**src/rtl/w5500_tx_writer.sv**
```systemverilog
// w5500_tx_writer: buffers forwarded 16-bit words and commits each packet to a W5500 socket TX buffer over SPI mode 0.
// Optional feature macro W5500_TX_PTR_READ_EN: read Sn_TX_WR from the chip before each packet instead of trusting the local copy.
module w5500_tx_writer #(
  parameter int SCLK_DIV  = 2,
  parameter int SOCKET    = 0,
  parameter int BUF_DEPTH = 16
) (
  input  logic        i_clk,
  input  logic        i_rst,
  input  logic [15:0] i_word,
  input  logic        i_word_valid,
  output logic        o_word_ready,
  input  logic        i_flush,
  output logic        o_busy,
  output logic        o_done,
  output logic        o_spi_sclk,
  output logic        o_spi_mosi,
  output logic        o_spi_cs_n,
  input  logic        i_spi_miso
);
  localparam int AW = $clog2(BUF_DEPTH);
  localparam int CW = AW + 1;
  localparam logic [7:0]  C_TXBUF  = {5'(SOCKET * 4 + 2), 3'b100};
  localparam logic [7:0]  C_REG_WR = {5'(SOCKET * 4 + 1), 3'b100};
  localparam logic [7:0]  C_REG_RD = {5'(SOCKET * 4 + 1), 3'b000};
  localparam logic [15:0] C_HALF   = 16'(SCLK_DIV - 1);
  localparam logic [15:0] C_GAP    = 16'(2 * SCLK_DIV - 1);
  typedef enum logic [3:0] {S_IDLE, S_RD, S_GAPR, S_HDR, S_DATA, S_GAP1, S_PTR, S_GAP2, S_CMD, S_DONE} state_t;
  state_t         r_st;
  logic [15:0]    r_mem [BUF_DEPTH];
  logic [AW-1:0]  r_wr, r_rd;
  logic [AW:0]    r_cnt, r_n;
  logic           r_flush, r_busy, r_done, r_cs_n, r_sclk, r_tail;
  logic [15:0]    r_tx_ptr, r_rx, r_div;
  logic [7:0]     r_sh, r_idx;
  logic [2:0]     r_bit;
  logic           w_wr, w_pop, w_last, w_data_frame;
  logic [7:0]     w_nidx, w_byte, w_last_idx;
  logic [15:0]    w_rd_word, w_new_ptr;
  assign o_word_ready = !r_cnt[AW] && !r_flush && !r_busy;
  assign w_wr         = i_word_valid && o_word_ready;
  assign w_data_frame = r_st == S_HDR || r_st == S_DATA;
  assign w_nidx       = r_idx + 8'd1;
  assign w_rd_word    = r_mem[r_rd];
  assign w_new_ptr    = r_tx_ptr + 16'({r_n, 1'b0});
  assign w_last_idx   = w_data_frame ? 8'({r_n, 1'b0}) + 8'd2 : r_st == S_CMD ? 8'd3 : 8'd4;
  assign w_last       = r_idx == w_last_idx;
  assign w_pop        = r_st == S_DATA && !w_nidx[0];
  assign o_busy       = r_busy;
  assign o_done       = r_done;
  assign o_spi_sclk   = r_sclk;
  assign o_spi_mosi   = r_sh[7];
  assign o_spi_cs_n   = r_cs_n;
  // next byte to shift out in the current frame, selected by frame type and byte index
  always_comb begin
    w_byte = 8'h00;
    if (w_data_frame) w_byte = w_nidx == 8'd1 ? r_tx_ptr[7:0] : w_nidx == 8'd2 ? C_TXBUF : w_nidx[0] ? w_rd_word[15:8] : w_rd_word[7:0];
    else if (r_st == S_PTR) w_byte = w_nidx == 8'd1 ? 8'h24 : w_nidx == 8'd2 ? C_REG_WR : w_nidx == 8'd3 ? w_new_ptr[15:8] : w_new_ptr[7:0];
    else if (r_st == S_CMD) w_byte = w_nidx == 8'd1 ? 8'h01 : w_nidx == 8'd2 ? C_REG_WR : 8'h20;
    else if (r_st == S_RD) w_byte = w_nidx == 8'd1 ? 8'h24 : w_nidx == 8'd2 ? C_REG_RD : 8'h00;
  end
  // FIFO storage; occupancy is tracked by the controller so the array needs no reset
  always_ff @(posedge i_clk) begin
    if (w_wr) r_mem[r_wr] <= i_word;
  end
  // packet controller: FIFO pointers, flush capture and the SPI frame sequencer
  always_ff @(posedge i_clk) begin
    if (i_rst) begin
      r_st <= S_IDLE; r_wr <= '0; r_rd <= '0; r_cnt <= '0; r_n <= '0;
      r_flush <= 1'b0; r_busy <= 1'b0; r_done <= 1'b0; r_cs_n <= 1'b1; r_sclk <= 1'b0; r_tail <= 1'b0;
      r_tx_ptr <= '0; r_rx <= '0; r_div <= '0; r_sh <= '0; r_idx <= '0; r_bit <= '0;
    end else begin
      r_done <= 1'b0;
      if (w_wr) begin r_wr <= r_wr + AW'(1); r_cnt <= r_cnt + CW'(1); end
      if (i_flush && !r_busy) r_flush <= 1'b1;
      case (r_st)
        S_IDLE: if (r_flush) begin
          if (r_cnt == '0) begin r_done <= 1'b1; r_flush <= 1'b0; end
          else begin
            r_n <= r_cnt; r_busy <= 1'b1; r_cs_n <= 1'b0; r_idx <= '0; r_bit <= '0; r_div <= C_HALF;
`ifdef W5500_TX_PTR_READ_EN
            r_st <= S_RD; r_sh <= 8'h00;
`else
            r_st <= S_HDR; r_sh <= r_tx_ptr[15:8];
`endif
          end
        end
        S_RD, S_HDR, S_DATA, S_PTR, S_CMD:
          if (r_div != '0) r_div <= r_div - 16'd1;
          else if (r_tail) begin
            r_tail <= 1'b0; r_cs_n <= 1'b1; r_div <= C_GAP; r_sh <= '0;
            r_st <= r_st == S_RD ? S_GAPR : r_st == S_DATA ? S_GAP1 : r_st == S_PTR ? S_GAP2 : S_DONE;
            if (r_st == S_RD) r_tx_ptr <= r_rx;
          end else if (!r_sclk) begin
            r_sclk <= 1'b1; r_div <= C_HALF;
            if (r_st == S_RD && r_idx >= 8'd3) r_rx <= {r_rx[14:0], i_spi_miso};
          end else begin
            r_sclk <= 1'b0; r_div <= C_HALF;
            if (r_bit != 3'd7) begin r_bit <= r_bit + 3'd1; r_sh <= {r_sh[6:0], 1'b0}; end
            else if (w_last) r_tail <= 1'b1;
            else begin
              r_bit <= '0; r_idx <= w_nidx; r_sh <= w_byte;
              if (r_st == S_HDR && w_nidx == 8'd3) r_st <= S_DATA;
              if (w_pop) begin r_rd <= r_rd + AW'(1); r_cnt <= r_cnt - CW'(1); end
            end
          end
        S_GAPR, S_GAP1, S_GAP2:
          if (r_div != '0) r_div <= r_div - 16'd1;
          else begin
            r_cs_n <= 1'b0; r_idx <= '0; r_bit <= '0; r_div <= C_HALF;
            r_sh <= r_st == S_GAPR ? r_tx_ptr[15:8] : 8'h00;
            r_st <= r_st == S_GAPR ? S_HDR : r_st == S_GAP1 ? S_PTR : S_CMD;
          end
        S_DONE: begin
          r_tx_ptr <= w_new_ptr; r_done <= 1'b1; r_busy <= 1'b0; r_flush <= 1'b0; r_st <= S_IDLE;
        end
        default: r_st <= S_IDLE;
      endcase
    end
  end
endmodule

```
**config.mk**
```make
export PLATFORM = sky130hd
export DESIGN_NAME = w5500_tx_writer
export DESIGN_NICKNAME = d
export VERILOG_FILES = /design/src/rtl/w5500_tx_writer.sv
export SDC_FILE = /design/constraint.sdc
export NUM_CORES = 1
export LEC_CHECK = 0
export CAP_MARGIN = 20
export CELL_PAD_IN_SITES_DETAIL_PLACEMENT = 0
export CELL_PAD_IN_SITES_GLOBAL_PLACEMENT = 2
export CORE_UTILIZATION = 45
export DETAILED_ROUTE_END_ITERATION = 10
export PLACE_DENSITY_LB_ADDON = 0.1
export SLEW_MARGIN = 30
export SYNTH_ARGS = -nofsm -noshare
export SYNTH_HDL_FRONTEND = slang
export SYNTH_SLANG_ARGS = --single-unit
export TNS_END_PERCENT = 10
```
**constraint.sdc**
```tcl
create_clock -name i_clk -period 3.8 [get_ports i_clk]
set_input_delay 0.95 -clock i_clk [delete_from_list [all_inputs] [get_ports i_clk]]
set_output_delay 0.95 -clock i_clk [all_outputs]
set_load 0.01 [all_outputs]
```
Yosys cells after proc, flatten, opt, wreduce, memory -nomap -nowiden --
Memory sizes are Yosys's and may differ from the RTL's. A register that Yosys moved wholly into a read port is not among the register bits. Cells that the tools add are included.
Word-level totals: register bits 95, memory bits (writable) 256, bits of input ports 21, output and inout port bits 6, logic and storage cells 199, memories 1
Memory list:
- r_mem | depth 16, width 16, rd ports 1, clocked after memory_dff 1, write ports 1, line 30 | logic [15:0] r_mem [BUF_DEPTH];
Operators by class: $add $sub $neg 9, $lt $le $gt $ge 1, equal/unequal tests 30, muxes and demuxes 102, bitwise gates (word level) 6, reduce and logical (&&, ||, !) cells 33
Operators by type and width (count):
- two-way mux 8 bit | 25
- two-way mux 16 bit | 7
- two-way mux 4 bit | 17
- case mux 16 bit (3 select lines) | 1
- case mux 8 bit (3 select lines) | 2
- two-way mux 5 bit | 8
- case mux 16 bit (2 select lines) | 1
- two-way mux 6 bit | 5
- two-way mux 3 bit | 9
- inequality test 2 bit, second input constant | 10
- two-way mux 1 bit | 19
- inequality test 3 bit, second input constant | 6
- adder 16 x 6 -> 16 bit | 1
- == test 4 x 3 -> 1 bit, second input constant | 4
- == test 8 x 2 -> 1 bit, second input constant | 2
- AND reduction 8 bit | 2
- nonzero test 16 bit | 1
- subtractor 16 x 1 -> 16 bit, second input constant | 1
- AND reduction 7 bit | 2
- case mux 4 bit (3 select lines) | 1
- AND reduction 3 bit | 4
- case mux 3 bit (3 select lines) | 1
- AND reduction 9 bit | 1
- adder 4 x 1 -> 4 bit, second input constant | 2
- other kinds (30) | 49

Longest topological paths before layout --
Gate-level depths: netlist of run 1.
depth in word-level cells 14, depth in mapped cells 11, mapped depth without buffers 11

Worst setup path after synthesis of run 1 --
OpenSTA, ideal clock, no wires.
kind input to register, start in i_word_valid, end mem r_mem[3][0] (enable), setup time 0.409 ns, arrival 2.606 ns, data required time 3.391 ns, setup slack 0.785 ns, cell stages on the path 4, buffers on the path 1, cell sequence and2_1 clkbuf_1 nand2_1 nor3_1
On the way: cells in the longest elaborated chain, start to end 3
Ends and longest elaborated chain:
- start: declaration | line 11 | input logic i_word_valid,
- logical AND 1 bit | line 41 | assign w_wr = i_word_valid && o_word_ready;
- two-way mux 1 bit | line 64 | if (w_wr) r_mem[r_wr] <= i_word;
- two-way mux 1 bit (not written as such) | line 64
- end: declaration | line 30
No other way between the ends.

Worst setup path after layout of run 1 --
start reg r_st[2], end reg r_sh[4]
On the way: cells in the longest elaborated chain, start to end 11, elaborated cells on any way between the ends 35, those cells by class eq/ne (15); mux (14); reduce/logical (6)
Ends and longest elaborated chain:
- start: declaration | line 29 | state_t r_st;
- start signal: assignment | line 92 | r_st <= r_st == S_RD ? S_GAPR : r_st == S_DATA ? S_GAP1 : r_st == S_PTR ? S_GAP2 : S_DONE;
- start signal: assignment | line 112 | r_st <= r_st == S_GAPR ? S_HDR : r_st == S_GAP1 ? S_PTR : S_CMD;
- == test 4 x 1 -> 1 bit | line 60, 76
- two-way mux 6 bit | line 60 | else if (r_st == S_RD) w_byte = w_nidx == 8'd1 ? 8'h24 : w_nidx == 8'd2 ? C_REG_RD : 8'h00;
- two-way mux 6 bit | line 59 | else if (r_st == S_CMD) w_byte = w_nidx == 8'd1 ? 8'h01 : w_nidx == 8'd2 ? C_REG_WR : 8'h20;
- two-way mux 8 bit | line 58 | else if (r_st == S_PTR) w_byte = w_nidx == 8'd1 ? 8'h24 : w_nidx == 8'd2 ? C_REG_WR : w_nidx == 8'd3 ? w_new_p ...
- two-way mux 8 bit | line 57 | if (w_data_frame) w_byte = w_nidx == 8'd1 ? r_tx_ptr[7:0] : w_nidx == 8'd2 ? C_TXBUF : w_nidx[0] ? w_rd_word[1 ...
- two-way mux 8 bit | line 100 | else if (w_last) r_tail <= 1'b1;
- two-way mux 8 bit | line 99 | if (r_bit != 3'd7) begin r_bit <= r_bit + 3'd1; r_sh <= {r_sh[6:0], 1'b0}; end
- two-way mux 8 bit | line 94 | end else if (!r_sclk) begin
- two-way mux 8 bit | line 90 | else if (r_tail) begin
- two-way mux 8 bit | line 89 | if (r_div != '0) r_div <= r_div - 16'd1;
- case mux 8 bit (3 select lines) | line 76 | case (r_st)
- end signal: assignment | line 99
- end signal: assignment | line 111 | r_sh <= r_st == S_GAPR ? r_tx_ptr[15:8] : 8'h00;
- end: declaration | line 35 | logic [7:0] r_sh, r_idx;
Parallel ways exist; a longest one is shown, timed or not. The select of a mux whose other input is x is not followed. A chain may end at the register's enable or synchronous reset.

==> impl.org, run 1 <==
** Synth
- After Yosys synthesis, and, or, nand and nor cells account for 11.5% of the synthesized area.
- Synthesized netlist net count :: approximately 1200
- The netlist uses 94 different library cells.
- Synth Instances :: 1188
- Post-synthesis cell type with the largest combined area :: edfxtp_1
- Summing the areas of all fa, ha and maj instances in the mapped netlist gives 1.85% of the synthesized area.
- By area the synthesized netlist is led by edfxtp_1, dfxtp_1, mux4_2.
- Of the post-synthesis cell area, the part taken by muxes is 11.8%.
- The share of synthesized area in the top cell type comes to 48.3%.
- Synth async-reset ratio :: 0%
- Fraction of the mapped netlist area in compound gates :: 9.51%
- Mean Syn Cell Area :: 13.4 um2
- Top FF cell, synth :: edfxtp_1
- Number of flops mapped to enable cells by yosys :: 256
- Flops & latches, synth :: 355
- By area, the combinational part of the netlist is dominated by multiplexers.
- Of the total synthesized cell area, the portion taken by XOR and XNOR cells is 2.07%.
- Summing the sequential cell areas from Yosys gives about three fifths of the chip area.
- Cell area after synthesis :: ~0.016 mm2
- Synth warnings :: 0

** GRT
- The layer flagged by global routing as most heavily used is met2.
- GR met1 Demand/Resource :: between 20% and 30%
- Global-route wire length before repair :: 59.9 mm
- Antenna violations before repair :: 0
- Global routing consumed, on the met3 layer, 3.28% of the routing resources.
- Vias in the first global route :: 9940
- Met2 Resource Use GR :: 36.5%
- Pin count of the biggest net entering global routing :: 68
- Across every metal layer, demand over resource in global routing totals about 22%.
- Global route overflow :: 0

** Worst setup path
- For the worst setup path, the data required time is 4.20 ns.
- Critical Path Max Stage Delay :: 0.80 ns
- Counting cells, the worst reg-to-reg path comes to 8.
- Crit path DAT :: 3.59 ns
- Worst-case register-to-register setup slack :: 0.60 ns
- Crit end category :: flop
- On the critical path, the stage with the largest delay is an instance of dfxtp_1.
- STA classifies the critical path startpoint as a flop.
- Reg-to-Reg Start :: r_st[2]
- The worst register-to-register path ends at r_sh[4].
- The critical path is of the flop to flop type.
- Of all nets on the critical path, the largest fanout is 20.
- Traced cell by cell, the critical path runs through or4b_4 -> a2111oi_0 -> mux2i_1 -> a32oi_1 -> and2_4 -> a21oi_2 -> o21ai_0 -> a31oi_1.

** Worst hold path
- The min-delay analysis places its worst path in the category flop to flop.
- Along the worst hold path, the cell count comes to 2.
- The worst hold path begins at r_bit[2].
- Endpoint with the worst hold slack :: r_bit[2]

** Outcome
- The run finished with clean final reports.

** Clock network
- Source-to-sink clock delay at the later pin of the worst-skew pair :: 0.55 ns
- Number of H-tree levels :: 2
- Hold-fix buffers, CTS :: 0
- CTS saw 355 sinks.
- TritonCTS built the clock tree.
- TritonCTS created 38 clock buffers.
- Post-CTS timing repair inserted 0 buffers for setup.
- Clock root cell :: clkbuf_16
- The clock passes through at most 3 buffers.
- After clock tree synthesis, the repair step resized 0 gates.
- CTS clock-pin slew for the worst setup and hold paths :: 0.07 ns

** Drt
- Number of routed nets with antenna violations :: 0
- Routed wire length per instance :: 22.5 um
- Number of detailed-routing iterations run before antenna repair :: 6
- Total routed wirelength :: 38.7 mm
- For this block, the initial DRC count from the detailed router was 646.
- Remaining routing DRC violations :: 0
- Total vias in the final route :: 9944
- Dividing the detail-routed via count by the number of cells gives 5.79.

** Pwr
- In this run the power density over the cells is about 540 mW/mm2.
- Leakage power :: 5.71 nW
- Worst IR Drop VDD :: just under 0.4 mV

** Placed design
- At the end of routability-driven placement, the weighted congestion stood at 0.826.
- Port buffering added 26 buffers.
- Post-DP HPWL :: 25.8 mm

** STA
- For the final database, setup skew stands at approximately 0.024 ns.
- The total count of hold-check failures in the final report was 0.
- Transition time at the pin with the least slew margin :: 0.835 ns
- RSZ-0062 raised after global routing :: false
- For the final routed database, the setup TNS stands at 0 ns.
- The number of max-slew violations in the final report was 0.
- Worst rel slew slack :: 43.9%
- Counting I/O delays and the setup requirement, the final critical path takes 3.20 ns.
- The final critical path takes up 84.1% of the cycle.
- Timing-limited maximum frequency :: 0.313 GHz
- Setup violations remaining at the end of the flow were counted as 0.

** Die
- I/O pin total :: 27
- Vertical extent of the die :: 190 um
- Core ar. :: 0.0347 mm2
- The die covers 0.0362 mm2.
- The initialized floorplan defines 68 standard-cell rows.
- The initial utilization of the core area, before any placement, comes to between 40% and 50%.
- The die is roughly 190 um wide.

** Finish
- P&R area growth vs syn :: 13.3%
- The repair_antennas step left the layout with diodes totalling 0.
- Share of post-route cells with drive strength above 1 :: approximately 18%
- Cells fill 52.0% of the core in the end.
- After the last flow step, the layout net total stands at 1279.

** Flow run
- Max-cap viol count :: 0
## layout by cell type, fill, tap and decap left out, types with 9 or more instances in the layout
cell | Yosys | routed
a21oi_1 | 51 | 51
o31ai_1 | 9 | 9
o21ai_0 | 37 | 37
nor2_2 | 1 | 14
nor3_1 | 20 | 16
dfxtp_1 | 99 | 96
mux4_2 | 69 | 69
nor4_1 | 10 | 10
xnor2_1 | 18 | 18
o22ai_1 | 10 | 10
nor2_1 | 115 | 102
clkbuf_1 | 38 | 15
nand2_1 | 118 | 118
a22oi_1 | 9 | 9
and3_1 | 10 | 10
clkbuf_16 | 0 | 38
inv_1 | 23 | 23
mux2i_1 | 25 | 25
a31oi_1 | 12 | 12
ha_1 | 22 | 22
nor2b_1 | 9 | 9
nand4_1 | 10 | 10
nand3_1 | 20 | 20
buf_4 | 8 | 42
xor2_1 | 17 | 17
edfxtp_1 | 256 | 256
clkdlybuf4s50_1 | 0 | 25
a211oi_1 | 11 | 11
## cells by family after synthesis
| family | count (synthesis) |
|---|---|
| XOR/XNOR | 36 |
| multiplexers | 100 |
| buffers and inverters | 90 |
| AO/OA/AOI/OAI | 217 |
| adder cells (fa/ha/maj) | 23 |
| flip-flops | 355 |
| AND/OR/NAND/NOR | 367 |
## state kept, by name, summed over array words and instances (netlist names), named ones only
name and flops:
r_mem 256, r_div 16, r_rx 16, r_tx_ptr 16
r_idx 8, r_sh 8, r_cnt 5, r_n 5
r_rd 4, r_st 4, r_wr 4, r_bit 3
o_busy 1, o_done 1, o_spi_cs_n 1, o_spi_sclk 1
r_flush 1, r_tail 1
## metrics by stage
| step | power (mW) | cells | setup WS, ns | hold WS, ns | cell area [um2] |
|---|---|---|---|---|---|
| 6_report | 9.73 | 1718 | 0.603 | 0.464 | 18100 |
| 5_1_grt | 10.2 | 1718 | 0.417 | 0.482 | 18100 |
| 4_1_cts | 9.85 | 1718 | 0.637 | 0.469 | 18100 |
| 3_5_place_dp | 6.35 | 1650 | 0.666 | 0.462 | 16900 |
| 3_3_place_gp | 6.34 | 1650 | 0.701 | 0.451 | 16900 |
| 2_1_floorplan | 5.79 | 1188 | 0.785 | 0.437 | 15900 |
## critical path: cells and delay by family (launching register included)
kind	cells	cell delay (ns)
and+or+nand+nor	2	0.87
AOI/OAI and AO/OA	5	1.21
DFF	1	0.80
muxes	1	0.13
## report_power, final
group | switching [mW] | internal (mW)
Clock | 1.52 | 1.96
Sequential | 0.209 | 4.35
Combinational | 1.05 | 0.634
## routing by layer
layer	up-vias	part of all wire, %
met3	62	4.4
met2	246	49
li1	4674	-
met1	4962	44
met5	-	0
met4	0	2.8
## layout make-up
type | instances | area (um2)
clock buffers | 54 | 1020
clock inverters | 14 | 136
fillers | 2979 | 16700
inverters | 25 | 93.8
multi-input cells | 743 | 5910
flip-flops and latches | 355 | 9680
well taps | 455 | 569
repair buffers | 72 | 651
## cell usage after synthesis (all sizes together) (4+ instances only)
master,n
a2111oi,6
a211oi,11
a21boi,5
a21oi,53
a22oi,9
a311oi,6
a31oi,12
and2,6
and3,10
and4,4
buf,26
clkbuf,39
dfxtp,99
edfxtp,256
ha,22
inv,23
mux2,6
mux2i,25
mux4,69
nand2,118
nand2b,5
nand3,20
nand3b,4
nand4,11
nor2,117
nor2b,9
nor3,21
nor3b,5
nor4,12
nor4b,5
o2111ai,4
o211ai,6
o21a,7
o21ai,42
o221ai,5
o22ai,11
o31ai,9
or3,7
or4,5
xnor2,18
xor2,17
## how the worst max path moves through the flow
stage                       from          end  slack, ns  cells past startpoint
floorplan           i_word_valid  r_mem[3][0]       0.78                      4
global placement         r_st[2]      r_st[3]       0.70                      8
detailed placement       r_st[2]      r_sh[3]       0.67                      8
CTS                      r_st[2]      r_sh[4]       0.64                      8
global route             r_st[2]      r_st[3]       0.42                      8
finish                   r_st[2]      r_sh[4]       0.60                      8
Power figures use the tool's default switching activity.
==> inputs of run 2 (changes only) <==
clock period = 3 ns   (was 3.8 ns; I/O delays follow)
==> run 2 against run 1 <==
Against the previous run:
- global-route usage up 0.80 points
- critical endpoint is now r_sh[5]
- die area unchanged
- final cell count rose by 1.8%
- flip-flop and latch count unchanged
- register-to-register slack got worse by 0.38 ns
- sequential share of layout area is 1.2 points lower
- largest power group unchanged
- routed wire length rose by 4.0%
==> impl.org, run 2 (synthesis gave the netlist of run 1 again) <==
** Outcome
- Result of the run :: finished clean

** Worst setup path
- The most critical setup path has its endpoint at r_sh[5].
- In this run the critical register-to-register path is captured at r_sh[5].
- Worst-case register-to-register setup slack :: 0.22 ns (-0.38 ns)
- Worst Path Required :: 3.43 ns (-0.77 ns)
- Crit Path Category :: flop to flop
- The worst setup path is captured at a flop.
- Number of cells on the worst reg-to-reg path :: 7 (-1)
- The data arrival time of the worst path was 3.21 ns (-0.38 ns).
- Sort of element at the start of the critical path :: flop
- The critical-path maximum fanout is 13 (-35%).

** Finish
- P&R area growth vs syn :: 15.9%
- Share of post-route cells with drive strength above 1 :: 20.2% (+2.5 points)
- In the layout the commonest cells are edfxtp_1, nand2_1, nor2_1.
- Util after Layout :: 53.2% (+1.2 points)
- Footprint of the multi-input gates :: 0.00593 mm2 (+0.38%)
- Register ranked first by flip-flop count :: r_mem
- The net total in the final layout was 1314 (+2.7%).
- Fillcell total :: 2932 (-1.6%)
- Post-Layout Inst Area :: 0.0185 mm2 (+2.3%)
- The library cell used most frequently in the layout, excluding fill and tap cells, is edfxtp_1.
- Flip-flop count of the largest register, all copies and words added :: 256 (unchanged)
- Combined flip-flop and latch cell area :: 0.00968 mm2 (unchanged)
- Number of cells in the finished layout apart from fillers :: 1749 (+1.8%)
- Count of antenna diodes in the layout :: 0 (unchanged)

** Worst hold path
- HP Class :: flop to flop

** Clock network
- The clock buffer count from CTS came to 38 (unchanged).
- CTS clock-pin slew for the worst setup and hold paths :: 0.06 ns (about the same)
- TritonCTS built the clock tree.
- Number of H-tree levels :: 2 (unchanged)
- Bufs on Longest Clock Path :: 3 (unchanged)
- Clock root cell :: clkbuf_16
- The clock sink count is 355 (unchanged).
- Source-to-sink clock delay at the later pin of the worst-skew pair :: 0.57 ns (+0.02 ns)

** STA
- Number of setup violations in the final report :: 0 (unchanged)
- Setup repair after global routing left no endpoint under its margin.
- The slew at the pin closest to its max-slew limit is 0.779 ns (-0.0559 ns).
- Timing-limited maximum frequency :: 0.360 GHz (+15%)
- Largest clock skew in the final design :: 0.0363 ns (+0.0121 ns)
- The setup slack of the critical path after layout was 0.223 ns (-0.380 ns).
- The ratio of final minimum period to clock period is 92.6% (+8.4 points).
- Worst rel slew slack :: 48.1% (+4.2 points)
- The post-route minimum period was 2.78 ns (-0.420 ns).
- Hold Fails Final Rpt :: 0 (unchanged)
- The hold slack came to 0.465 ns (+0.00143 ns).
- Max Slew Vio Count :: 0 (unchanged)
- The setup TNS was 0 ns (unchanged).

** Flow run
- Max-cap viol count :: 0 (unchanged)

** Placed design
- The worst setup slack before clock tree synthesis is 0.202 ns (-0.464 ns).
- The half-perimeter wire length after detailed placement was 26.4 mm (+2.4%).
- RD Place Congestion :: 0.854 (+3.3%)
- The placed instance count is 1685 (+2.1%).
- Placed cell area :: 0.0173 mm2 (+2.1%)
- The port buffer count is 26 (unchanged).

** Pwr
- Clock network power share :: 35.7% (about the same)
- The power per cell area is 686 mW/mm2 (+27%).
- Part of the power in registers :: 45.3% (-1.6 points)
- The total internal power was 9.06 mW (+30%).
- The worst-case vdd ir drop came to 0.561 mV (+42%).
- Switching pwr :: 3.61 mW (+30%)
- Tot Pwr :: 12.7 mW (+30%)
- Leakage power :: 5.93 nW (+3.8%)
- Switch share :: 28.5% (-0.089 points)
- The combinational group share of total power came to 19.0% (+1.7 points).

** GRT
- Antenna violations before repair :: 0 (unchanged)
- All-Layer GR Usage :: 22.9% (+0.80 points)
- The overflow left after global routing is 0 (unchanged).
- Vias in the first global route :: 10246 (+3.1%)
- The pin count of the biggest net entering global routing was 68 (unchanged).
- Global-route wire length before repair :: 61.9 mm (+3.4%)

** Drt
- Total vias in the final route :: 10269 (+3.3%)
- Routed vias/inst :: 5.87 (+1.4%)
- The remaining antenna violation count after routing came to 0 (unchanged).
- Remaining routing DRC violations :: 0 (unchanged)
- The routed wire length was 40.3 mm (+4.0%).
- Number of detailed-routing iterations run before antenna repair :: 5 (-1)
- The detailed router's first-iteration violation count is 735 (+14%).
- The average wire per cell in the routed design came to 23.0 um (+2.2%).

** Die
- Vertical extent of the die :: 190 um (unchanged)
- The number of placement rows was 68 (unchanged).
- The initial core utilization was 45.9% (unchanged).
- Core ar. :: 0.0347 mm2 (unchanged)
- Die Outline Area :: 0.0362 mm2 (unchanged)
- The overall die width was 190 um (unchanged).
- I/O pin total :: 27 (unchanged)
## run 2: what timing repair did
action,CTS,global route
hold buffers,0,0
buffers inserted,0,0
hold endpoints to repair,0,0
setup endpoints to repair,0,20
resized for setup,0,5
## run 2: worst min path at each step
stage	from	end	slack, ns	depth (start not counted)
5_1_grt	r_rx[11]	r_rx[11]	0.48	2
6_report	r_bit[1]	r_bit[1]	0.47	2
3_5_place_dp	r_rx[15]	r_rx[15]	0.46	2
3_3_place_gp	r_bit[2]	r_bit[2]	0.46	2
2_1_floorplan	r_rx[15]	r_rx[15]	0.44	2
4_1_cts	r_rx[15]	r_rx[15]	0.47	2
## run 2: area by class of cell
type                            instances  area share [%]
Tap cell                              455            3.08
Sequential cell                       355            52.4
Multi-Input combinational cell        743            32.1
Clock inverter                         12           0.698
Clock buffer                           52            5.71
Inverter                               25           0.508
Timing Repair Buffer                  107            5.49
## run 2: power by group through the flow
stage          clock, mW  combinational, mW  sequential [mW]
6_report            4.52               2.40             5.74
5_1_grt             4.79               2.68             5.77
4_1_cts             4.61               2.41             5.74
3_5_place_dp           0               2.40             5.84
3_3_place_gp           0               2.39             5.84
2_1_floorplan          0               1.57             5.77
## run 2: critical path: stages, from the launching register on
cell and delay (ns):
dfxtp_1 0.71, buf_4 0.36, mux4_2 0.55, mux2i_1 0.31
mux4_2 0.33, nor4_1 0.07, a221oi_1 0.21, a31oi_1 0.11
## run 2: layer usage
metal	track usage (%)	vias up	routed length [um]	share of wire, %
met1	30.7	5202	17600	44
met3	3.52	80	1980	4.9
met2	38.1	262	19600	49
met4	7.72	0	1130	2.8
li1	-	4725	-	-
met5	0	-	0	0
==> inputs of run 3 (changes only) <==
CORE_UTILIZATION = 47   (was 45)
CTS_BUF_LIST = sky130_fd_sc_hd__clkbuf_8   (was not set)
TNS_END_PERCENT = 100   (was 10)
==> run 3 against run 2 <==
Against the previous run:
- critical path depth rose by 3
- flip-flop and latch count is the same
- fmax decreased by 4.5%
- utilization increased by 1.8 points
==> impl.org, run 3 (synthesis gave the netlist of run 1 again) <==
** Worst setup path
- Worst-case register-to-register setup slack :: 0.09 ns (-0.13 ns)
- Worst Setup SP :: r_st[3]
- Crit end category :: flop
- The number of cells on the worst reg-to-reg path is 10 (+3).
- Crit path DAT :: 3.41 ns (+0.20 ns)
- The setup path with the least slack is of type flop to flop.
- The worst register-to-register path ends at r_sh[6].
- The worst setup path is launched from a flop.
- The required time reported for the critical path endpoint is 3.51 ns (+0.08 ns).
- The startpoint identified for the worst register-to-register timing path is r_st[3].
- In this run the worst setup path terminates at r_sh[6].
- Critical path fanouts, max :: 14 (+1)

** Placed design
- Placed cell area :: 0.0172 mm2 (-0.20%)
- Setup Slack @ Placement :: 0.0730 ns (-0.129 ns)
- The port buffer count is 26 (unchanged).
- The placed instance count was 1680 (-0.30%).
- Post-DP HPWL :: 25.4 mm (-4.0%)
- RD Place Congestion :: 0.872 (+2.2%)

** Die
- Die Outline Area :: 0.0346 mm2 (-4.2%)
- The top-level port count came to 27 (unchanged).
- Die span in x :: 186 um (-2.1%)
- Row count :: 67 (-1.5%)
- Core ar. :: 0.0334 mm2 (-3.6%)
- The initial core utilization is 47.6% (+1.7 points).
- Vertical extent of the die :: 186 um (-2.1%)

** STA
- Final worst path period need :: 2.91 ns (+0.130 ns)
- The setup slack of the critical path after layout was 0.0932 ns (-0.130 ns).
- The final setup violation count is 0 (unchanged).
- The worst-case clock skew came to 0.0304 ns (-0.00588 ns).
- Period Utilization, post-route :: 96.9% (+4.3 points)
- The number of max-slew violations in the final report is 0 (unchanged).
- The total count of hold-check failures in the final report is 0 (unchanged).
- The fmax was 0.344 GHz (-4.5%).
- Transition time at the pin with the least slew margin :: 0.861 ns (+0.0817 ns)
- Worst rel slew slack :: 42.5% (-5.5 points)
- Worst hold slack :: 0.463 ns (-0.00213 ns)

** Finish
- Register ranked first by flip-flop count :: r_mem
- The number of antenna cells inserted came to 0 (unchanged).
- P&R area growth vs syn :: 15.4%
- Number of cells in the finished layout apart from fillers :: 1786 (+2.1%)
- The number of flip-flops in the largest register was 256 (unchanged).
- The number of fill cells was 2806 (-4.3%).
- Leaving out fill and tap cells, the most frequent cells in the layout are edfxtp_1, nand2_1, nor2_1.
- Layout net count :: 1340 (+2.0%)
- Post-Layout Inst Area :: 0.0184 mm2 (-0.46%)
- Most frequent standard cell in the layout excluding fill and tap cells :: edfxtp_1
- Share of post-route cells with drive strength above 1 :: 22.1% (+2.0 points)

** Worst hold path
- The tightest min-delay check is of the flop to flop type.

** Drt
- Remaining routing DRC violations :: 0 (unchanged)
- The detailed router's first-iteration violation count is 782 (+6.4%).
- Total routed wirelength :: 39.5 mm (-1.9%)
- The via density per instance came to 5.74 (-2.3%).
- Number of detailed-routing iterations run before antenna repair :: 5 (unchanged)
- Total vias in the final route :: 10248 (-0.20%)
- The average wire per cell in the routed design came to 22.1 um (-4.0%).
- Number of routed nets with antenna violations :: 0 (unchanged)

** Outcome
- The run finished with clean final reports.

** Clock network
- The clock latency on the worst-skew pair is 0.66 ns (+0.09 ns).
- The total of hold buffers inserted after clock tree synthesis is 0 (unchanged).
- CTS clock-pin slew for the worst setup and hold paths :: 0.06 ns (about the same)
- The clock buffer count from CTS was 58 (+53%).
- The number of H-tree levels is 2 (unchanged).
- The number of buffers on the longest clock path was 3 (unchanged).
- Clock tree from TritonCTS :: done
- The clock sink count came to 355 (unchanged).
- The cell sitting at the root of the clock tree is a clkbuf_8.

** GRT
- The number of global-route vias before repair came to 10044 (-2.0%).
- Global route overflow :: 0 (unchanged)
- The first-pass GRT wire length is 60.3 mm (-2.6%).
- The global router's overall resource usage came to 23.7% (+0.81 points).
- Pin count of the biggest net entering global routing :: 35 (-49%)
- Antenna violations before repair :: 0 (unchanged)

** Pwr
- The leakage power is 5.99 nW (+1.1%).
- The power per cell area is 660 mW/mm2 (-3.8%).
- The overall power consumption is 12.1 mW (-4.3%).
- The worst-case vdd ir drop is 0.501 mV (-11%).

** Flow run
- The number of violations of the max-capacitance limit came to 0 (unchanged).
run 3: layout make-up:
type | count | area, um2 | share of cell area (%)
inverters | 25 | 97.6 | 0.531
clock inverters | 42 | 220 | 1.20
multi-input cells | 743 | 5960 | 32.4
clock buffers | 60 | 826 | 4.49
flip-flops and latches | 355 | 9680 | 52.6
repair buffers | 113 | 1040 | 5.66
well taps | 448 | 561 | 3.05
run 3: worst min path at each step:
| stage | startpoint | endpoint | slack, ns | cells after the start |
|---|---|---|---|---|
| after global routing | r_bit[1] | r_bit[1] | 0.49 | 2 |
| after CTS | r_bit[1] | r_bit[1] | 0.47 | 2 |
| after detailed placement | r_bit[1] | r_bit[1] | 0.46 | 2 |
| after floorplan | r_rx[15] | r_rx[15] | 0.44 | 2 |
| final | r_bit[1] | r_bit[1] | 0.46 | 2 |
| after global placement | r_bit[1] | r_bit[1] | 0.45 | 2 |
run 3: through the flow:
| stage | util [%] | setup TNS (ns) |
|---|---|---|
| after CTS | 54.6 | 0 |
| after floorplan | - | 0 |
| final | 55.0 | 0 |
| after detailed placement | 51.5 | 0 |
| after global routing | 55.0 | -0.0476 |
| after global placement | 51.5 | 0 |
run 3: per-layer routing:
metal  GRT usage, %  vias up  part of all wire (%)
met3           3.83       84                   4.7
met5              0        -                     0
li1               -     4797                     -
met2           38.7      260                    49
met1           31.4     5107                    43
met4           10.5        0                   3.3
run 3: repair_timing:
item                       4_1_cts  5_1_grt
setup endpoints to repair        0       14
resized for setup                0        9
buffers inserted                 0        4
run 3: report_power, final:
group          leakage [nW]  switching [mW]  internal, mW
combinational          2.29            1.44          1.05
clock                 0.596            1.95          1.95
sequential             3.11           0.217          5.52
total                  5.99            3.61          8.51
run 3: critical path, cell delays in order, from the launching register on:
cell,delay [ns]
dfxtp_1,0.40
or4b_4,0.62
a2111oi_2,0.35
a311oi_2,0.11
a2111oi_4,0.43
and2_4,0.29
a21oi_4,0.08
buf_12,0.16
buf_4,0.13
o21ai_1,0.12
a31oi_1,0.06
==> RTL edit 1: new RTL, flow settings as in run 1 <==
Reset style: asynchronous (`i_rst`), changed in one clocked block.
--- a/src/rtl/w5500_tx_writer.sv
+++ b/src/rtl/w5500_tx_writer.sv
@@ -64,7 +64,7 @@
     if (w_wr) r_mem[r_wr] <= i_word;
   end
   // packet controller: FIFO pointers, flush capture and the SPI frame sequencer
-  always_ff @(posedge i_clk) begin
+  always_ff @(posedge i_clk or posedge i_rst) begin
     if (i_rst) begin
       r_st <= S_IDLE; r_wr <= '0; r_rd <= '0; r_cnt <= '0; r_n <= '0;
       r_flush <= 1'b0; r_busy <= 1'b0; r_done <= 1'b0; r_cs_n <= 1'b1; r_sclk <= 1'b0; r_tail <= 1'b0;
Function: differs if i_rst is asserted again (counterexample within 4 cycles, from zero or initial values and one cycle with i_rst high); with i_rst held inactive, the same outputs for 4 cycles.
==> RTL edit 1 against run 1 <==
- synthesized cell count decreased by 2.1%
- die area grew 1.1%
- total power down 3.0%
- cell area rose by 2.1%
- sequential cell count down 4
- worst setup slack worse by 99 ps
- largest cell class unchanged
- clock skew decreased by 8.2 ps
- routed wire length grew 2.1%
- clock power rose by 10%
- area after synthesis is 1.1% higher
- count of clock-buffer cells in the layout fell by 8
- hold slack better by 18 ps
- via count down 0.94%
- largest power group unchanged
- combinational power shrank 29%
==> RTL edit 1: results (changes against run 1) <==
stage	metric	value	unit	change
synthesis	ys_types	89		-5.3%
setup_path	reg2reg_slack	500	ps	-100 ps
synthesis	yosysMostFrequentCell	edfxtp_1		
layout	n_fill_cell	2945		-1.1%
pwr	p_int	6970	uW	+0.19%
layout	fin_util	52.9	%	+0.85 points
placement	dpl-instance-area	17100	um^2	+1.4%
synthesis	synthAdderAreaFrac	1.83	%	-0.020 points
layout	n_clock_buffer	46		-15%
pwr	p_clk_share	40.7	%	+4.9 points
synthesis	postSynth.asyncResetShare	27.1	%	+27 points
synthesis	syn_inst	1163		-2.1%
grt	grt_pass1_vias	10044		+1.0%
synthesis	yosysSeqAreaShare	62.5	%	+1.8 points
pwr	p_seq	4400	uW	-4%
placement	dp_hpwl	25600	um	-0.77%
detailed_routing	drt_iter0_drc	540		-16%
pwr	p_leak	0.00642	uW	+12%
detailed_routing	routed_wl	39500	um	+2.1%
layout	multi_input_gates	714		-3.9%
grt	track_usage	22.6	%	+0.52 points
placement	gp_congestion	0.821		-0.59%
placement	place_ws	514	ps	-152 ps
setup_path	rr_endpoint	r_cnt[3]		
layout	fin_area	18400	um^2	+2.1%
layout	n_all_buffers	80		+11%
layout	inv_count	31		+24%
setup_path	crit_slowest_cell	or3_1		
pwr	ir_worst_vdd	0.386	mV	-2.3%
synthesis	synth_top_area_share	47.7	%	-0.52 points
worst_hold_path	hold_start	r_sh[5]		
layout	stdcell_count	1699		-1.1%
sta	fin_skew	16.0	ps	-8.19 ps
setup_path	crit_fanout	16		-20%
pwr	p_comb_share	12.7	%	-4.6 points
layout	regMostFlops	r_mem		
synthesis	ys_ff_latch	351		-1.1%
layout	nonClkBufAreaFrac	3.75	%	+0.14 points
setup_path	arrival	3770	ps	+180 ps
grt	grt_start_max_net_pins	42		-38%
placement	dp.cells	1631		-1.2%
layout	register_area	10100	um^2	+4.1%
sta	worst_pin_slew	755	ps	-79.9 ps
layout	multi_input_area	5690	um^2	-3.7%
clock_network	cts-buffers-inserted	39		+2.6%
detailed_routing	routed-via-count	9851		-0.94%
setup_path	timing.rr.start	r_st[1]		
synthesis	synthTopCellsByArea	edfxtp_1 (48%), dfrtp_1 (15%), mux4_2 (8.1%)		
synthesis	ys_top_cells_by_count	edfxtp_1 (256), nand2_1 (101), dfrtp_1 (94)		
run_status	outcome	finished, final reports clean		
detailed_routing	firstDrtPassIters	5		-1
clock_network	cts_max_level	2		unchanged
layout	clk_share	7.04	%	+0.63 points
setup_path	crit_family	simple AND/OR/NAND/NOR gates		
clock_network	cts_resized	0		unchanged
layout	diodes	0		unchanged
worst_hold_path	holdPathEnd	r_sh[5]		
sta	hold_slack	482	ps	+18.5 ps
setup_path	slowest_delay	590	ps	-210 ps
synthesis	synth_mux_area_share	11.5	%	-0.29 points
==> RTL edit 1: cell count changes after synthesis, sizes merged, moves of 11 or more <==
cell / run 1 / this run
nand2: 118 / 102
nor2: 117 / 75
mux2: 6 / 23
mux4: 69 / 58
o211ai: 6 / 19
dfrtp: 0 / 94
dfxtp: 99 / 0
==> RTL edit 1: how the worst max path moves through the flow <==
stage | cells past startpoint | to | slack [ps] | from
after floorplan | 1 | o_busy | 370 | i_rst
after global placement | 9 | r_rx[13] | 510 | r_cnt[0]
after detailed placement | 8 | r_tx_ptr[12] | 510 | r_div[0]
after CTS | 8 | r_cnt[3] | 460 | r_st[1]
after global routing | 9 | r_rx[2] | 170 | r_cnt[0]
final | 8 | r_cnt[3] | 500 | r_st[1]
==> RTL edit 1: routing by layer <==
metal  vias to the layer above  track usage [%]  part of all wire (%)
li1                       4604                -                     -
met1                      5006             30.8                    45
met2                       181             37.5                    49
met3                        60             3.18                   4.0
met4                         0             7.08                   2.6
met5                         -                0                     0
==> RTL edit 2: new RTL, settings of run 1 <==
Made on the original files. Change the parameter `BUF_DEPTH` from 16 to 8.
--- a/src/rtl/w5500_tx_writer.sv
+++ b/src/rtl/w5500_tx_writer.sv
@@ -3,7 +3,7 @@
 module w5500_tx_writer #(
   parameter int SCLK_DIV  = 2,
   parameter int SOCKET    = 0,
-  parameter int BUF_DEPTH = 16
+  parameter int BUF_DEPTH = 8
 ) (
   input  logic        i_clk,
   input  logic        i_rst,
Check against the original RTL: no difference found for any inputs over 4 cycles, from zero or initial values and one cycle with i_rst high; that may be too few to reach the edited logic, so the function may still have changed.
==> RTL edit 2 against run 1 <==
- sequential cell count shrank 133
- routed wire length shrank 34%
- clock power shrank 36%
- sequential share of layout area shrank 5.4 points
- total power shrank 27%
- count of clock-buffer cells in the layout shrank 17
- clock skew shrank 11 ps
- cell area shrank 34%
- worst setup slack lost 130 ps
- area after synthesis shrank 34%
- largest cell class unchanged
- hold slack gained 25 ps
- synthesized cell count shrank 23%
==> RTL edit 2: results (changes against run 1) <==
stage	metric	value	unit	change
run_status	outcome	finished, final reports clean		
pwr	ir_worst_vdd	0.475	mV	+20%
clock_network	cts_resized	0		unchanged
detailed_routing	wire_per_inst	20.2	um	-11%
detailed_routing	drt_iter0_drc	528		-18%
synthesis	ys_top_cells_by_count	edfxtp_1 (128), nor2_1 (102), dfxtp_1 (94)		
setup_path	crit_fanout	6		-70%
setup_path	startpoint	r_n[0]		
setup_path	ff2ff_path_depth	11		+3
synthesis	synth_mux_area_share	10.4	%	-1.4 points
synthesis	syn_inst	914		-23%
placement	place_ws	552	ps	-114 ps
synthesis	ys_types	71		-24%
sta	hold_slack	489	ps	+25.4 ps
grt	grt_pass1_wl	40900	um	-32%
layout	register_area	5730	um^2	-41%
layout	fin_nets	975		-24%
synthesis	synth-compound-area-share	12.3	%	+2.8 points
synthesis	synth_edf_count	128		-50%
worst_hold_path	holdPathEnd	r_div[3]		
layout	drive_gt1_share	12.8	%	-4.9 points
synthesis	synthAdderAreaFrac	2.22	%	+0.37 points
placement	dp_hpwl	17100	um	-34%
grt	antenna_found_initial	0		unchanged
layout	n_fill_cell	1976		-34%
sta	worst_pin_slew	849	ps	+14.2 ps
grt	track_usage	22.0	%	-0.063 points
synthesis	synthTopCellsByArea	edfxtp_1 (37%), dfxtp_1 (18%), mux4_2 (7.5%)		
detailed_routing	wl_met1	11400	um	-33%
setup_path	rr_endpoint	r_sh[1]		
setup_path	arrival	3770	ps	+180 ps
placement	gp_congestion	0.859		+4.0%
clock_network	cts-buffers-inserted	25		-34%
detailed_routing	wl_met3	1130	um	-34%
placement	dpl-instance-area	11100	um^2	-34%
synthesis	synth_fp_nets	953		-23%
detailed_routing	routed_wl	25500	um	-34%
layout	largest_register_ffs	128		-50%
sta	fin_crit_sh	87.6	%	+3.5 points
grt	grt_start_max_net_pins	58		-15%
worst_hold_path	hold_start	r_div[3]		
detailed_routing	wl_met2	12500	um	-33%
sta	fin_skew	12.8	ps	-11.4 ps
synthesis	yosysSeqAreaShare	54.6	%	-6.1 points
pwr	p_leak	0.00397	uW	-31%
placement	dp.cells	1222		-26%
grt	grt_pass1_vias	7416		-25%
clock_network	cts_max_level	1		-1
synthesis	synth-xor-area-share	2.92	%	+0.86 points
placement	portBuffers	26		unchanged
detailed_routing	routed-via-count	7332		-26%
detailed_routing	firstDrtPassIters	5		-1
clock_network	clkTransAtPathRegs	60	ps	
[RTL edit 2: report_power, final]
group	switching (uW)	leakage [uW]	internal [uW]
Clock	962	0.000371	1280
Sequential	187	0.00192	2760
Combinational	1200	0.00167	718
[RTL edit 2: cell type report]
cell class	count	share of cell area (%)
Sequential cell	222	48.2
Multi-Input combinational cell	614	37.6
Clock buffer	37	5.90
Timing Repair Buffer	52	3.90
Tap cell	313	3.30
Inverter	21	0.663
Clock inverter	8	0.474
[RTL edit 2: worst max-delay path: stages (launching register included)]
cell and delay [ps]:
dfxtp_1 480, ha_1 240, inv_1 60, fa_1 410
nor2b_1 130, o21ai_0 200, a21oi_1 490, and3_1 240
xor2_1 200, nor2_1 60, or4_1 470, a311oi_2 250
[RTL edit 2: layer usage]
layer  GRT usage (%)  up-vias
met5               0        -
li1                -     3502
met1            29.4     3640
met3            3.36       32
met4            4.71        0
met2            38.0      158
